## src/rtl/alu_core.sv

```systemverilog
// Registered execute-stage ALU: arithmetic, logic and shift units share operands A/B.
// opcode[4:3] picks the unit, opcode[2:0] the operation; Y/C/Z update one cycle later.
module alu_core #(
    parameter int DATA_WIDTH = 8
) (
    input  logic                  clk,
    input  logic                  reset,
    input  logic                  en,
    input  logic [DATA_WIDTH-1:0] A,
    input  logic [DATA_WIDTH-1:0] B,
    input  logic [4:0]            opcode,
    output logic [DATA_WIDTH-1:0] Y,
    output logic                  C,
    output logic                  Z
);

    localparam logic [1:0] UNIT_AU  = 2'b00;
    localparam logic [1:0] UNIT_LU  = 2'b01;
    localparam logic [1:0] UNIT_SHU = 2'b10;

    localparam logic [2:0] AU_ADD   = 3'b000;
    localparam logic [2:0] AU_SUB   = 3'b001;
    localparam logic [2:0] AU_INCA  = 3'b010;
    localparam logic [2:0] AU_DECA  = 3'b011;
    localparam logic [2:0] AU_NEGA  = 3'b100;
    localparam logic [2:0] AU_INCB  = 3'b101;
    localparam logic [2:0] AU_DECB  = 3'b110;
    localparam logic [2:0] AU_PASSA = 3'b111;

    localparam logic [1:0] LU_AND = 2'b00;
    localparam logic [1:0] LU_OR  = 2'b01;
    localparam logic [1:0] LU_XOR = 2'b10;
    localparam logic [1:0] LU_NOT = 2'b11;

    localparam logic [DATA_WIDTH-1:0] ZERO_W = {DATA_WIDTH{1'b0}};
    localparam logic [DATA_WIDTH-1:0] ONES_W = {DATA_WIDTH{1'b1}};

    function automatic logic is_zero(input logic [DATA_WIDTH-1:0] v);
        return (v == ZERO_W);
    endfunction

    logic [DATA_WIDTH-1:0] au_x_s;
    logic [DATA_WIDTH-1:0] au_y_s;
    logic                  au_cin_s;
    logic [DATA_WIDTH:0]   au_sum_s;

    logic [DATA_WIDTH-1:0] lu_y_s;
    logic [DATA_WIDTH-1:0] shu_y_s;
    logic                  shu_c_s;

    logic [DATA_WIDTH-1:0] res_y_s;
    logic                  res_c_s;
    logic                  res_z_s;

    logic [DATA_WIDTH-1:0] y_r;
    logic                  c_r;
    logic                  z_r;

    // Arithmetic operand steering: every AU op is x + y + cin on one adder.
    always_comb begin
        au_x_s   = A;
        au_y_s   = ZERO_W;
        au_cin_s = 1'b0;
        case (opcode[2:0])
            AU_ADD: begin
                au_x_s   = A;
                au_y_s   = B;
                au_cin_s = 1'b0;
            end
            AU_SUB: begin
                au_x_s   = A;
                au_y_s   = ~B;
                au_cin_s = 1'b1;
            end
            AU_INCA: begin
                au_x_s   = A;
                au_y_s   = ZERO_W;
                au_cin_s = 1'b1;
            end
            AU_DECA: begin
                au_x_s   = A;
                au_y_s   = ONES_W;
                au_cin_s = 1'b0;
            end
            AU_NEGA: begin
                au_x_s   = ~A;
                au_y_s   = ZERO_W;
                au_cin_s = 1'b1;
            end
            AU_INCB: begin
                au_x_s   = B;
                au_y_s   = ZERO_W;
                au_cin_s = 1'b1;
            end
            AU_DECB: begin
                au_x_s   = B;
                au_y_s   = ONES_W;
                au_cin_s = 1'b0;
            end
            AU_PASSA: begin
                au_x_s   = A;
                au_y_s   = ZERO_W;
                au_cin_s = 1'b0;
            end
            default: begin
                au_x_s   = A;
                au_y_s   = ZERO_W;
                au_cin_s = 1'b0;
            end
        endcase
    end

    // The extra MSB of the sum is the carry-out flag.
    assign au_sum_s = {1'b0, au_x_s} + {1'b0, au_y_s} + {ZERO_W, au_cin_s};

    // Bitwise logic unit; opcode[2] is a don't-care here.
    always_comb begin
        lu_y_s = ZERO_W;
        case (opcode[1:0])
            LU_AND:  lu_y_s = A & B;
            LU_OR:   lu_y_s = A | B;
            LU_XOR:  lu_y_s = A ^ B;
            LU_NOT:  lu_y_s = ~A;
            default: lu_y_s = ZERO_W;
        endcase
    end

    // One-bit logical shifter; the bit shifted out becomes the carry.
    always_comb begin
        shu_y_s = ZERO_W;
        shu_c_s = 1'b0;
        if (opcode[0]) begin
            shu_y_s = {1'b0, A[DATA_WIDTH-1:1]};
            shu_c_s = A[0];
        end else begin
            shu_y_s = {A[DATA_WIDTH-2:0], 1'b0};
            shu_c_s = A[DATA_WIDTH-1];
        end
    end

    // Unit select; the reserved unit yields zero, so its Z comes out as 1.
    always_comb begin
        res_y_s = ZERO_W;
        res_c_s = 1'b0;
        case (opcode[4:3])
            UNIT_AU: begin
                res_y_s = au_sum_s[DATA_WIDTH-1:0];
                res_c_s = au_sum_s[DATA_WIDTH];
            end
            UNIT_LU: begin
                res_y_s = lu_y_s;
                res_c_s = 1'b0;
            end
            UNIT_SHU: begin
                res_y_s = shu_y_s;
                res_c_s = shu_c_s;
            end
            default: begin
                res_y_s = ZERO_W;
                res_c_s = 1'b0;
            end
        endcase
    end

    assign res_z_s = is_zero(res_y_s);

    // Result/flag register: reset wins over enable, disabled cycles hold.
    always_ff @(posedge clk) begin
        if (reset) begin
            y_r <= ZERO_W;
            c_r <= 1'b0;
            z_r <= 1'b0;
        end else if (en) begin
            y_r <= res_y_s;
            c_r <= res_c_s;
            z_r <= res_z_s;
        end else begin
            y_r <= y_r;
            c_r <= c_r;
            z_r <= z_r;
        end
    end

    assign Y = y_r;
    assign C = c_r;
    assign Z = z_r;

endmodule

```

## config.mk

```make
export PLATFORM = sky130hd
export DESIGN_NAME = alu_core
export DESIGN_NICKNAME = d
export VERILOG_FILES = /design/src/rtl/alu_core.sv
export SDC_FILE = /design/constraint.sdc
export NUM_CORES = 1
export LEC_CHECK = 0
export BUFFER_PORTS_ARGS = -buffer_cell sky130_fd_sc_hd__buf_2
export CAP_MARGIN = 10
export CORE_MARGIN = 8
export CORE_UTILIZATION = 35
export CTS_CLUSTER_DIAMETER = 40
export DETAILED_ROUTE_END_ITERATION = 8
export GPL_TIMING_DRIVEN = 1
export PLACE_DENSITY = 0.58
export SYNTH_ARGS = -nofsm -noshare
export SYNTH_HDL_FRONTEND = slang
export SYNTH_SLANG_ARGS = --single-unit
```

## constraint.sdc

```tcl
create_clock -name clk -period 9.4 [get_ports clk]
set_input_delay 1.41 -clock clk [delete_from_list [all_inputs] [get_ports clk]]
set_output_delay 1.41 -clock clk [all_outputs]
set_load 0.1 [all_outputs]
```

[Word-level counts from Yosys, hierarchy flattened]
Cells that the tools add are included.
Operators by class
  add/subtract/negate cells: 2
  multiply operators: 0
  divide/modulo/power cells: 0
  order comparisons: 0
  equal/unequal tests: 12
  shift-type cells: 0
  multiplexer cells: 8
  bitwise gates (word level): 5
  reduce and logical (&&, ||, !) cells: 10
Operators by type and width (count)
  8-bit case mux with 4 select lines: 2
  8-bit case mux with 3 select lines: 2
  8-bit NOT: 2
  3-bit equality test, second input constant: 4
  4-bit OR reduction: 3
  8-bit by 8-bit adder with 9-bit output: 1
  9-bit by 1-bit adder with 9-bit output: 1
  8-bit AND: 1
  8-bit zero test: 1
  8-bit 2-to-1 mux: 1
  8-bit OR: 1
  8-bit XOR: 1
  2-bit equality test, second input constant: 3
  3-bit by 2-bit equality test with 1-bit output, second input constant: 2
  5-bit OR reduction: 1
  2-bit by 1-bit equality test with 1-bit output, second input constant: 2
  2-bit zero test: 2
  1-bit case mux with 2 select lines: 2
  2-bit OR reduction: 2
  3-bit by 1-bit equality test with 1-bit output, second input constant: 1
  3-bit zero test: 1
  1-bit 2-to-1 mux: 1
Word-level totals
  flip-flop bits (word level): 10
  bits in latches: 0
  RAM bits: 0
  memory bits (read-only): 0
  bits of input ports: 24
  output and inout port bits: 10
  logic and storage cells: 40
  memories: 0

[Depth between registers and ports, before layout]
  word-level depth: 7
  mapped depth: 16
  gate-level depth less buffers: 13

[Worst setup path after synthesis]
Ideal clock, no wire load.
  path kind: input-to-reg
  start point: input opcode[1]
  end point: register z_r (netlist: Z)
  library setup time: 0.076 ns
  arrival time: 4.085 ns
  required time: 9.324 ns
  slack: 5.239 ns
  stages: 16
  path buffers: 3
  path through: buf_2 -> buf_6 -> clkbuf_1 -> nor2_1 -> a21oi_1 -> o22ai_1 -> a21oi_1 -> fa_1 -> inv_1 -> fa_1 -> a21o_1 -> a221o_1 -> mux2i_1 -> a21oi_1 -> nand4_1 -> o22ai_1
Between the ends
  cells in the longest elaborated chain, start to end: 7
  elaborated cells on any way between the ends: 26
  classes of those cells: add/sub (2); eq/ne (10); mux (5); reduce/logical (9)
RTL lines
  start: declaration: line 11  | input logic [4:0] opcode,
  3-bit equality test (tied with other cells): line 64  | case (opcode[2:0])
  5-bit OR reduction (no line) (tied with other cells)
  8-bit case mux with 3 select lines / 8-bit case mux with 4 select lines (equally long branches): line 64
  8-bit by 8-bit adder with 9-bit output: line 114  | assign au_sum_s = {1'b0, au_x_s} + {1'b0, au_y_s} + {ZERO_W, au_cin_s};
  9-bit by 1-bit adder with 9-bit output: line 114
  8-bit case mux with 3 select lines (*): line 145  | case (opcode[4:3])
  8-bit zero test (*): line 39  | return (v == ZERO_W);
  end signal: assignment: line 176  | z_r <= res_z_s;
  end signal: assignment: line 180  | z_r <= z_r;
  end: declaration: line 57  | logic z_r;
Mark *: on every way between the ends. The rest lies on a longest branch, timed or not.
A chain may end at the register's enable or synchronous reset.

[Worst setup path after layout]
  start point: input opcode[0]
  end point: register z_r (netlist: Z)
Same word-level chain as after synthesis.

==> impl_metrics.yaml <==
final_layout:
  fin_nets: 333
  layout-drive-gt1-share_pct: 17.7
  fin_cells: 354
  n_antenna_cell: 0
  area_growth_pct: 9.93
power_and_ir_drop:
  power.density_nw_per_um2: 104
  seq_power_share_pct: 20.7
  clock_power_share_pct: 18.4
  power.switching_uw: 104
  peakVddDrop_mv: 0.0747
  p_leak_uw: 0.00102
  intPower_uw: 124
  comb_power_share_pct: 60.8
  swShare_pct: 45.6
global_routing:
  grt_max_degree: 51
  grt_util_all_layers_pct: 11.5
  grt_pass1_wl_mm: 8.31
  antenna_found_initial: 0
  overflow: 0
  grt_pass1_vias: 1737
placement:
  gp_congestion: 0.845
  post-dp-hpwl_mm: 3.92
  io_buffers: 33
  dp.cells: 351
worst_setup_path:
  reg2reg_depth: 2
  rrSetupSlack_ps: 8670
  critPathArrivalTime_ps: 4480
  cp-start-kind: "input pin"
  crit_type: "in -> reg"
  r2r-start: "C$_SDFFE_PP0P_"
  worstPathMaxFanout: 44
  crit_required_ps: 9560
  crit_path_end_kind: "register"
  reg2reg_to: "C$_SDFFE_PP0P_"
routing:
  dr.pass1.iters: 4
  wl_mm: 4.99
  viasPerCell: 5.42
  ant_nets: 0
  drc: 0
  wire_per_inst_um: 14.1
  drtIter0Drc: 134
  vias: 1919
clocking:
  cts_inserted_buffers: 3
  clk_pin_slew_ps: 40
  clk_path_buf_depth: 2
  cts_hold_buffers: 0
  insertion_delay_ps: 230
  cts_resized: 0
  cts_tree: "done"
  clock_sinks: 10
  postCtsSetupBuffers: 0
  ctsHtreeMaxLevel: 1
  cts_root_buf: "clkbuf_8"
yosys:
  ys_ff_latch: 10
  ys_top_cells_by_area: "ha_1, dfxtp_1, mux4_2, nor2_1, mux2i_1"
  ys_async_sr_fraction_pct: 0
  yosys.area.top_type: "ha_1"
  synth_top_area_share_pct: 14.5
  synth_common_cells: "nor2_1, inv_1, ha_1"
  ys.warnings.count: 0
  syn-cell-area_um2: 1990
  syn-num-nets: 315
  synth_edf_count: 0
  synth_cell_types: 47
  seq_area_frac_synth_pct: 10.1
  ys.flop_type: "dfxtp_1"
  syn_inst: 266
  synth.most_common_cell: "nor2_1"
  syn_area_per_cell_um2: 7.48
timing:
  slew_viol_final: 0
  hold_viol_final: 0
  fin_skew_ps: 0
  max_slew_margin_pct: 40.8
  tightest_slew_ps: 888
  rsz0062_at_grt: "false"
  setup_violations: 0
  finalCritPeriodShare_pct: 46.0
  fin_crit_ps: 4330
  tns_ps: 0
  max_freq_ghz: 0.231
hold_path:
  whs_endpoint: "Y[2]$_SDFFE_PP0P_"
  hold_path_depth: 2
  hold_class: "reg -> reg"
  worstHoldStart: "Y[2]$_SDFFE_PP0P_"
floorplanning:
  fp.dieW_um: 91.4
  core-area_um2: 5510
  die-height_um: 91.4
  start_util_pct: 36.2
  core.rowCount: 27
  io_pins: 34
  die_area_um2: 8360
run:
  max_cap_violations: 0
status:
  status: "complete, no violations"
==> cells in the final DEF (no fill, tap or decap), drive strengths merged, types with 3 or more instances in the layout <==
master,synthesis,layout
o21ai,21,21
ha,23,23
buf,9,33
xnor2,7,7
a211oi,6,6
o2bb2ai,3,3
clkbuf,11,3
mux4,6,6
inv,27,27
o22ai,6,6
nand2b,6,6
mux2i,11,11
a21oi,15,15
a31oi,5,5
o21a,3,3
mux2,3,3
nand3b,4,4
nand2,12,12
o211ai,3,3
nor2,32,32
dfxtp,10,10
a21o,7,7
nor3b,8,8
==> registers in the layout, indices dropped and copies added, names as in the netlist <==
name	cells
C	1
Y	8
Z	1
==> worst max path at each step <==
stage,startpoint,to,slack (ps),cells past startpoint
finish,opcode[0],Z$_SDFFE_PP0P_,5070,13
global route,opcode[0],Z$_SDFFE_PP0P_,4800,13
CTS,opcode[0],Z$_SDFFE_PP0P_,5040,13
detailed placement,opcode[0],Z$_SDFFE_PP0P_,4830,13
global placement,opcode[0],Z$_SDFFE_PP0P_,4890,13
floorplan,opcode[1],Z$_SDFFE_PP0P_,5240,16
==> kinds of logic after synthesis <==
group	count (synthesis)	share of synthesized area, %
buf+inv	47	10.1
xor+xnor	9	3.96
simple gates	71	17.7
flops	10	10.1
compound gates	84	27.8
fa+ha+maj	25	16.5
mux	20	14.0
==> layout make-up <==
cell class	instances	area [um2]
flip-flops and latches	10	200
clock buffers	3	41.3
repair buffers	33	165
fillers	589	3320
multi-input cells	209	1590
inverters	27	101
well taps	72	90.1
==> layer usage <==
metal	GRT usage, %	vias up	share of wire, %
met5	0	-	0
met3	2.55	2	6.4
met4	2.18	0	0.38
met2	16.3	62	40
li1	-	989	-
met1	17.2	866	53
==> per-stage QoR <==
stage	setup WS, ps	instance area (um2)	hold WS [ps]	utilization, %	total power (uW)
after detailed placement	4830	2150	472	39.0	186
final	5070	2190	475	39.7	228
after global routing	4800	2190	506	39.7	246
after floorplan	5240	1990	914	-	158
after global placement	4890	2150	467	39.0	186
after CTS	5040	2190	482	39.7	229
==> critical path, stage by stage <==
cell and delay (ps):
buf_2 620, nand2b_1 290, o22ai_1 120, a21oi_1 210
fa_1 230, inv_1 60, fa_1 400, a21o_1 220
a221o_1 320, mux2i_1 120, a21oi_1 200, nand4_1 110
o22ai_1 160
==> power groups by stage <==
stage | sequential (uW) | clock [uW] | combinational [uW]
6_report | 47.2 | 42.0 | 139
5_1_grt | 47.5 | 45.5 | 153
4_1_cts | 47.3 | 43.3 | 139
3_5_place_dp | 48.0 | 0 | 138
3_3_place_gp | 48.0 | 0 | 138
2_1_floorplan | 71.6 | 0 | 86.3
Note: power is estimated with default switching activity, not from simulation.
